## src/rtl/mem_access_unit.sv

```systemverilog
// Memory-stage access controller: turns EX/MEM load/store controls into one
// word-aligned data-cache request and stalls the pipeline until ack or timeout.
module mem_access_unit #(
    parameter int TIMEOUT_CYCLES = 1023
) (
    input  logic        clk,
    input  logic        rst,
    input  logic        ex_MemRd,
    input  logic        ex_MemWr,
    input  logic [1:0]  ex_Store_sel,
    input  logic [31:0] mem_addr,
    input  logic [31:0] mem_wdata,
    output logic        dc_req,
    output logic        dc_we,
    output logic [31:0] dc_addr,
    output logic [31:0] dc_wdata,
    output logic [3:0]  dc_be,
    input  logic        dc_ack,
    input  logic [31:0] dc_rdata,
    output logic        mem_stall,
    output logic [31:0] mem_datamem,
    output logic        misalign_err,
    output logic        bus_err
);

    localparam int CW = $clog2(TIMEOUT_CYCLES) + 1;
    localparam logic [CW-1:0] CNT_LAST = CW'(TIMEOUT_CYCLES - 1);

    typedef enum logic [1:0] {
        IDLE,
        BUSY,
        DONE
    } state_t;

    state_t      state_q;
    logic          req_q;
    logic          we_q;
    logic [31:0]   addr_q;
    logic [31:0]   wdata_q;
    logic [3:0]    be_q;
    logic [31:0]   data_q;
    logic          misalign_q;
    logic          bus_err_q;
    logic [CW-1:0] cnt_q;

    logic          is_half;
    logic          is_word;
    logic          misalign;
    logic          access;
    logic [3:0]    be_d;
    logic [31:0]   wdata_d;

    always_comb begin
        is_half  = (ex_Store_sel == 2'b01);
        is_word  = ex_Store_sel[1];
        misalign = (is_half & mem_addr[0]) |
                   (is_word & (mem_addr[1:0] != 2'b00));
        access   = (ex_MemRd | ex_MemWr) & ~misalign;

        be_d    = 4'hF;
        wdata_d = mem_wdata;
        case (ex_Store_sel)
            2'b00: begin
                be_d    = 4'b0001 << mem_addr[1:0];
                wdata_d = {4{mem_wdata[7:0]}};
            end
            2'b01: begin
                be_d    = mem_addr[1] ? 4'b1100 : 4'b0011;
                wdata_d = {2{mem_wdata[15:0]}};
            end
            default: begin
                be_d    = 4'hF;
                wdata_d = mem_wdata;
            end
        endcase
        // A load (or anything without MemWr) always reads the full word
        if (!ex_MemWr) be_d = 4'hF;

        mem_stall = ~rst & ((state_q == BUSY) |
                            ((state_q == IDLE) & access));
    end

    always_ff @(posedge clk) begin
        if (rst) begin
            state_q    <= IDLE;
            req_q      <= 1'b0;
            we_q       <= 1'b0;
            addr_q     <= '0;
            wdata_q    <= '0;
            be_q       <= '0;
            data_q     <= '0;
            misalign_q <= 1'b0;
            bus_err_q  <= 1'b0;
            cnt_q      <= '0;
        end else begin
            misalign_q <= 1'b0;
            bus_err_q  <= 1'b0;
            case (state_q)
                IDLE: begin
                    if (access) begin
                        state_q <= BUSY;
                        req_q   <= 1'b1;
                        we_q    <= ex_MemWr;
                        addr_q  <= {mem_addr[31:2], 2'b00};
                        wdata_q <= wdata_d;
                        be_q    <= be_d;
                        cnt_q   <= '0;
                    end else if (ex_MemRd | ex_MemWr) begin
                        misalign_q <= 1'b1;
                    end
                end
                BUSY: begin
                    if (dc_ack) begin
                        state_q <= DONE;
                        req_q   <= 1'b0;
                        if (!we_q) data_q <= dc_rdata;
                    end else if (cnt_q == CNT_LAST) begin
                        state_q   <= DONE;
                        req_q     <= 1'b0;
                        bus_err_q <= 1'b1;
                        if (!we_q) data_q <= '0;
                    end else begin
                        cnt_q <= cnt_q + 1'b1;
                    end
                end
                DONE: begin
                    // One unstalled cycle lets EX/MEM take the next instruction
                    state_q <= IDLE;
                end
                default: begin
                    state_q <= IDLE;
                end
            endcase
        end
    end

    assign dc_req       = req_q;
    assign dc_we        = we_q;
    assign dc_addr      = addr_q;
    assign dc_wdata     = wdata_q;
    assign dc_be        = be_q;
    assign mem_datamem  = data_q;
    assign misalign_err = misalign_q;
    assign bus_err      = bus_err_q;

endmodule
```

## config.mk

```make
export PLATFORM = sky130hd
export DESIGN_NAME = mem_access_unit
export DESIGN_NICKNAME = d
export VERILOG_FILES = /design/src/rtl/mem_access_unit.sv
export SDC_FILE = /design/constraint.sdc
export NUM_CORES = 1
export LEC_CHECK = 0
export ABC_CLOCK_PERIOD_IN_PS = 1900
export BUFFER_PORTS_ARGS = -buffer_cell sky130_fd_sc_hd__clkbuf_2
export CAP_MARGIN = 20
export CORE_ASPECT_RATIO = 0.6
export CORE_MARGIN = 1
export CORE_UTILIZATION = 40
export DETAILED_ROUTE_END_ITERATION = 16
export PLACE_DENSITY_LB_ADDON = 0.3
export SKIP_CTS_REPAIR_TIMING = 1
export SYNTH_ARGS = -nofsm -noshare
export SYNTH_HDL_FRONTEND = slang
export SYNTH_SLANG_ARGS = --single-unit
export TNS_END_PERCENT = 50
```

## constraint.sdc

```tcl
create_clock -name clk -period 1.9 [get_ports clk]
set_clock_uncertainty 0.1 [all_clocks]
set_input_delay 0.38 -clock clk [delete_from_list [all_inputs] [get_ports clk]]
set_output_delay 0.38 -clock clk [all_outputs]
set_load 0.05 [all_outputs]
```

==> metrics.csv <==
stage;metric;value;unit
power;power_density;1090;nW/um2
final_layout;num_antenna_cells;0;
worst_setup_path;critical_path_class;reg -> out;
floorplanning;pin_count;208;
final_layout;drive_above_1_share;39.1;%
sta;worst_slack;20.8;ps
worst_setup_path;startpoint_type;flip-flop;
floorplanning;rows;29;
clock_tree;cts_tree;built;
floorplanning;die_w;141;um
clock_tree;insertion_delay;400;ps
routing;vias_per_cell;5.25;
sta;min_period;1880;ps
worst_setup_path;rrSetupSlack;90;ps
clock_tree;cts.sinks;115;
hold_path;hold_end;dc_addr[3]$_SDFFE_PP0P_;
routing;drtIter0Drc;284;
routing;drt_wl_total;13.5;mm
synthesis;yosys_most_used_dff;dfxtp_1;
final_layout;multiInputGateArea;2110;um2
sta;fin_crit_sh;98.9;%
worst_setup_path;reg2reg_depth;5;
global_routing;track_usage;23.3;%
sta;rsz0062_at_grt;true;
global_routing;antenna_found_initial;0;
placed_design;place.detailed.hpwl;9.90;mm
clock_tree;ctsHtreeMaxLevel;4;
synthesis;yosysSeqAreaShare;49.9;%
floorplanning;dieArea;12000;um2
sta;final-setup-viol-count;0;
synthesis;yosysMostFrequentCell;dfxtp_1;
worst_setup_path;r2r-start;cnt_q[8]$_SDFFE_PP0P_;
synthesis;synthDistinctLibCells;51;
routing;wire_per_inst;15.4;um
sta;tns;0;ps
run;drv_cap;0;
routing;vias;4626;
routing;firstDrtPassIters;7;
status;status;completed;
placed_design;gp_congestion;0.893;
synthesis;synthTopCellsByCount;115 x dfxtp_1, 114 x nand2_1, 49 x a21oi_1, 32 x nor2_1, 30 x a22o_1;
clock_tree;cts_max_path_buffers;2;
sta;hold_slack;89.6;ps
hold_path;hp-class;in -> reg;
worst_setup_path;worstPathMaxFanout;5;
power;p_leak;0.00304;uW
global_routing;grt_overflow;0;
clock_tree;cts_buffers;17;
clock_tree;root_buffer;clkbuf_16;
synthesis;synth_edf_count;0;
power;power;7170;uW
synthesis;async_flop_share;0;%
clock_tree;clk_pin_slew;60;ps
hold_path;hold_path_depth;3;
floorplanning;start_util;42.4;%
worst_setup_path;cp.arrival;1400;ps
final_layout;n_fill_cell;968;
worst_setup_path;cp_data_required_time;1420;ps
routing;antenna_left;0;
placed_design;io_buffers;205;
placed_design;place_ws;48.4;ps
hold_path;hp-start;mem_addr[3];
final_layout;syn2layout_area_growth;42.3;%
sta;max_freq;532;MHz
global_routing;grt_pass1_wl;22.1;mm
global_routing;grt_start_max_net_pins;81;
synthesis;ys_warn_count;0;
global_routing;grt_pass1_vias;4373;
sta;hold_viol;0;
synthesis;ys_ff_latch;115;
worst_setup_path;worstSetupStartpoint;state_q[0]$_SDFFE_PP0P_;
synthesis;avgSynthCellArea;9.00;um2
sta;slew_viol_final;0;
synthesis;synth_top_cell_by_area;dfxtp_1;
synthesis;synth_top_area_share;49.9;%
floorplanning;die_h;85.2;um
worst_setup_path;end_kind;output port;
floorplanning;core;10900;um2
synthesis;netlist_area;4620;um2
final_layout;nets;834;
worst_setup_path;reg2reg_to;mem_datamem[9]$_SDFFE_PP0P_;
synthesis;synth.top_cells.by_area;dfxtp_1 50%, nand2_1 9.3%, a22o_1 5.7%, a21oi_1 5.3%, mux2i_1 3.7%;
final_layout;seqCellArea;2310;um2
power;peakVddDrop;0.637;mV
synthesis;postSynthCellCount;513;
routing;remaining_drc_errors;0;
==> per-stage QoR <==
step                      std cells  cell area [um2]  util (%)
final                           881             6570      60.3
after global routing            881             6570      60.3
after floorplan                 514             4630         -
after detailed placement        848             5940      54.6
after CTS                       880             6550      60.1
after global placement          848             5940      54.6
==> critical path, cell delays in order, from the launching register on <==
cell	delay, ps
dfxtp_2	350
nor2_4	150
o2111ai_4	150
a21oi_4	200
buf_12	150
==> registers in the layout, indices dropped and copies added (netlist names), 2 cells and up <==
signal	cells
dc_be	4
cnt_q	11
mem_datamem	32
state_q	2
dc_addr	30
dc_wdata	32
==> logic make-up after synthesis <==
kind of cell	Yosys count	share of synthesized area, %
compound gates	150	23.3
flops	115	49.9
buf+inv	48	5.31
simple gates	180	17.2
other cells	1	0.0812
fa+ha+maj	2	0.542
mux	17	3.69
==> power breakdown <==
part / leakage, uW / internal, uW / total [uW] / switching [uW]
clock network: 0.000279 / 2020 / 3210 / 1190
registers: 0.000940 / 2560 / 2640 / 81.4
logic: 0.00182 / 389 / 1330 / 939
==> area by class of cell <==
class / count / area share, %
timing repair buffer: 238 / 20.6
multi-input combinational: 351 / 32.1
clock buffer: 19 / 6.90
inverter: 6 / 0.343
tap: 139 / 2.65
sequential: 115 / 35.1
clock inverter: 13 / 2.29
==> placed cells by master (no fill, tap or decap), types with 5 or more instances in the layout <==
cell,synthesis,routed
a211oi_1,11,11
a21oi_1,49,48
a22o_1,30,30
a311oi_1,10,10
a31oi_1,5,5
buf_12,0,6
buf_4,5,28
clkbuf_16,0,17
clkbuf_2,0,204
clkinvlp_4,0,5
dfxtp_1,115,112
inv_1,6,6
mux2i_1,17,17
nand2_1,114,114
nand3_1,5,5
nand4_1,7,7
nor2_1,32,31
o21ai_0,22,22
==> worst max-delay path by stage <==
stage | to | depth (start not counted)
floorplan | mem_stall | 5
global placement | cnt_q[8]$_SDFFE_PP0P_ | 5
detailed placement | cnt_q[8]$_SDFFE_PP0P_ | 7
CTS | mem_stall | 4
global route | mem_stall | 4
finish | mem_stall | 4
==> metal layers <==
| layer | up-vias | routed length (um) | part of all wire, % | global-route usage, % |
|---|---|---|---|---|
| met1 | 2165 | 6450 | 48 | 32.7 |
| li1 | 2272 | - | - | - |
| met5 | - | 0 | 0 | 0 |
| met2 | 173 | 5870 | 43 | 34.0 |
| met4 | 0 | 143 | 1.1 | 6.42 |
| met3 | 16 | 1080 | 7.9 | 7.79 |
Note: power is estimated with default switching activity, not from simulation.
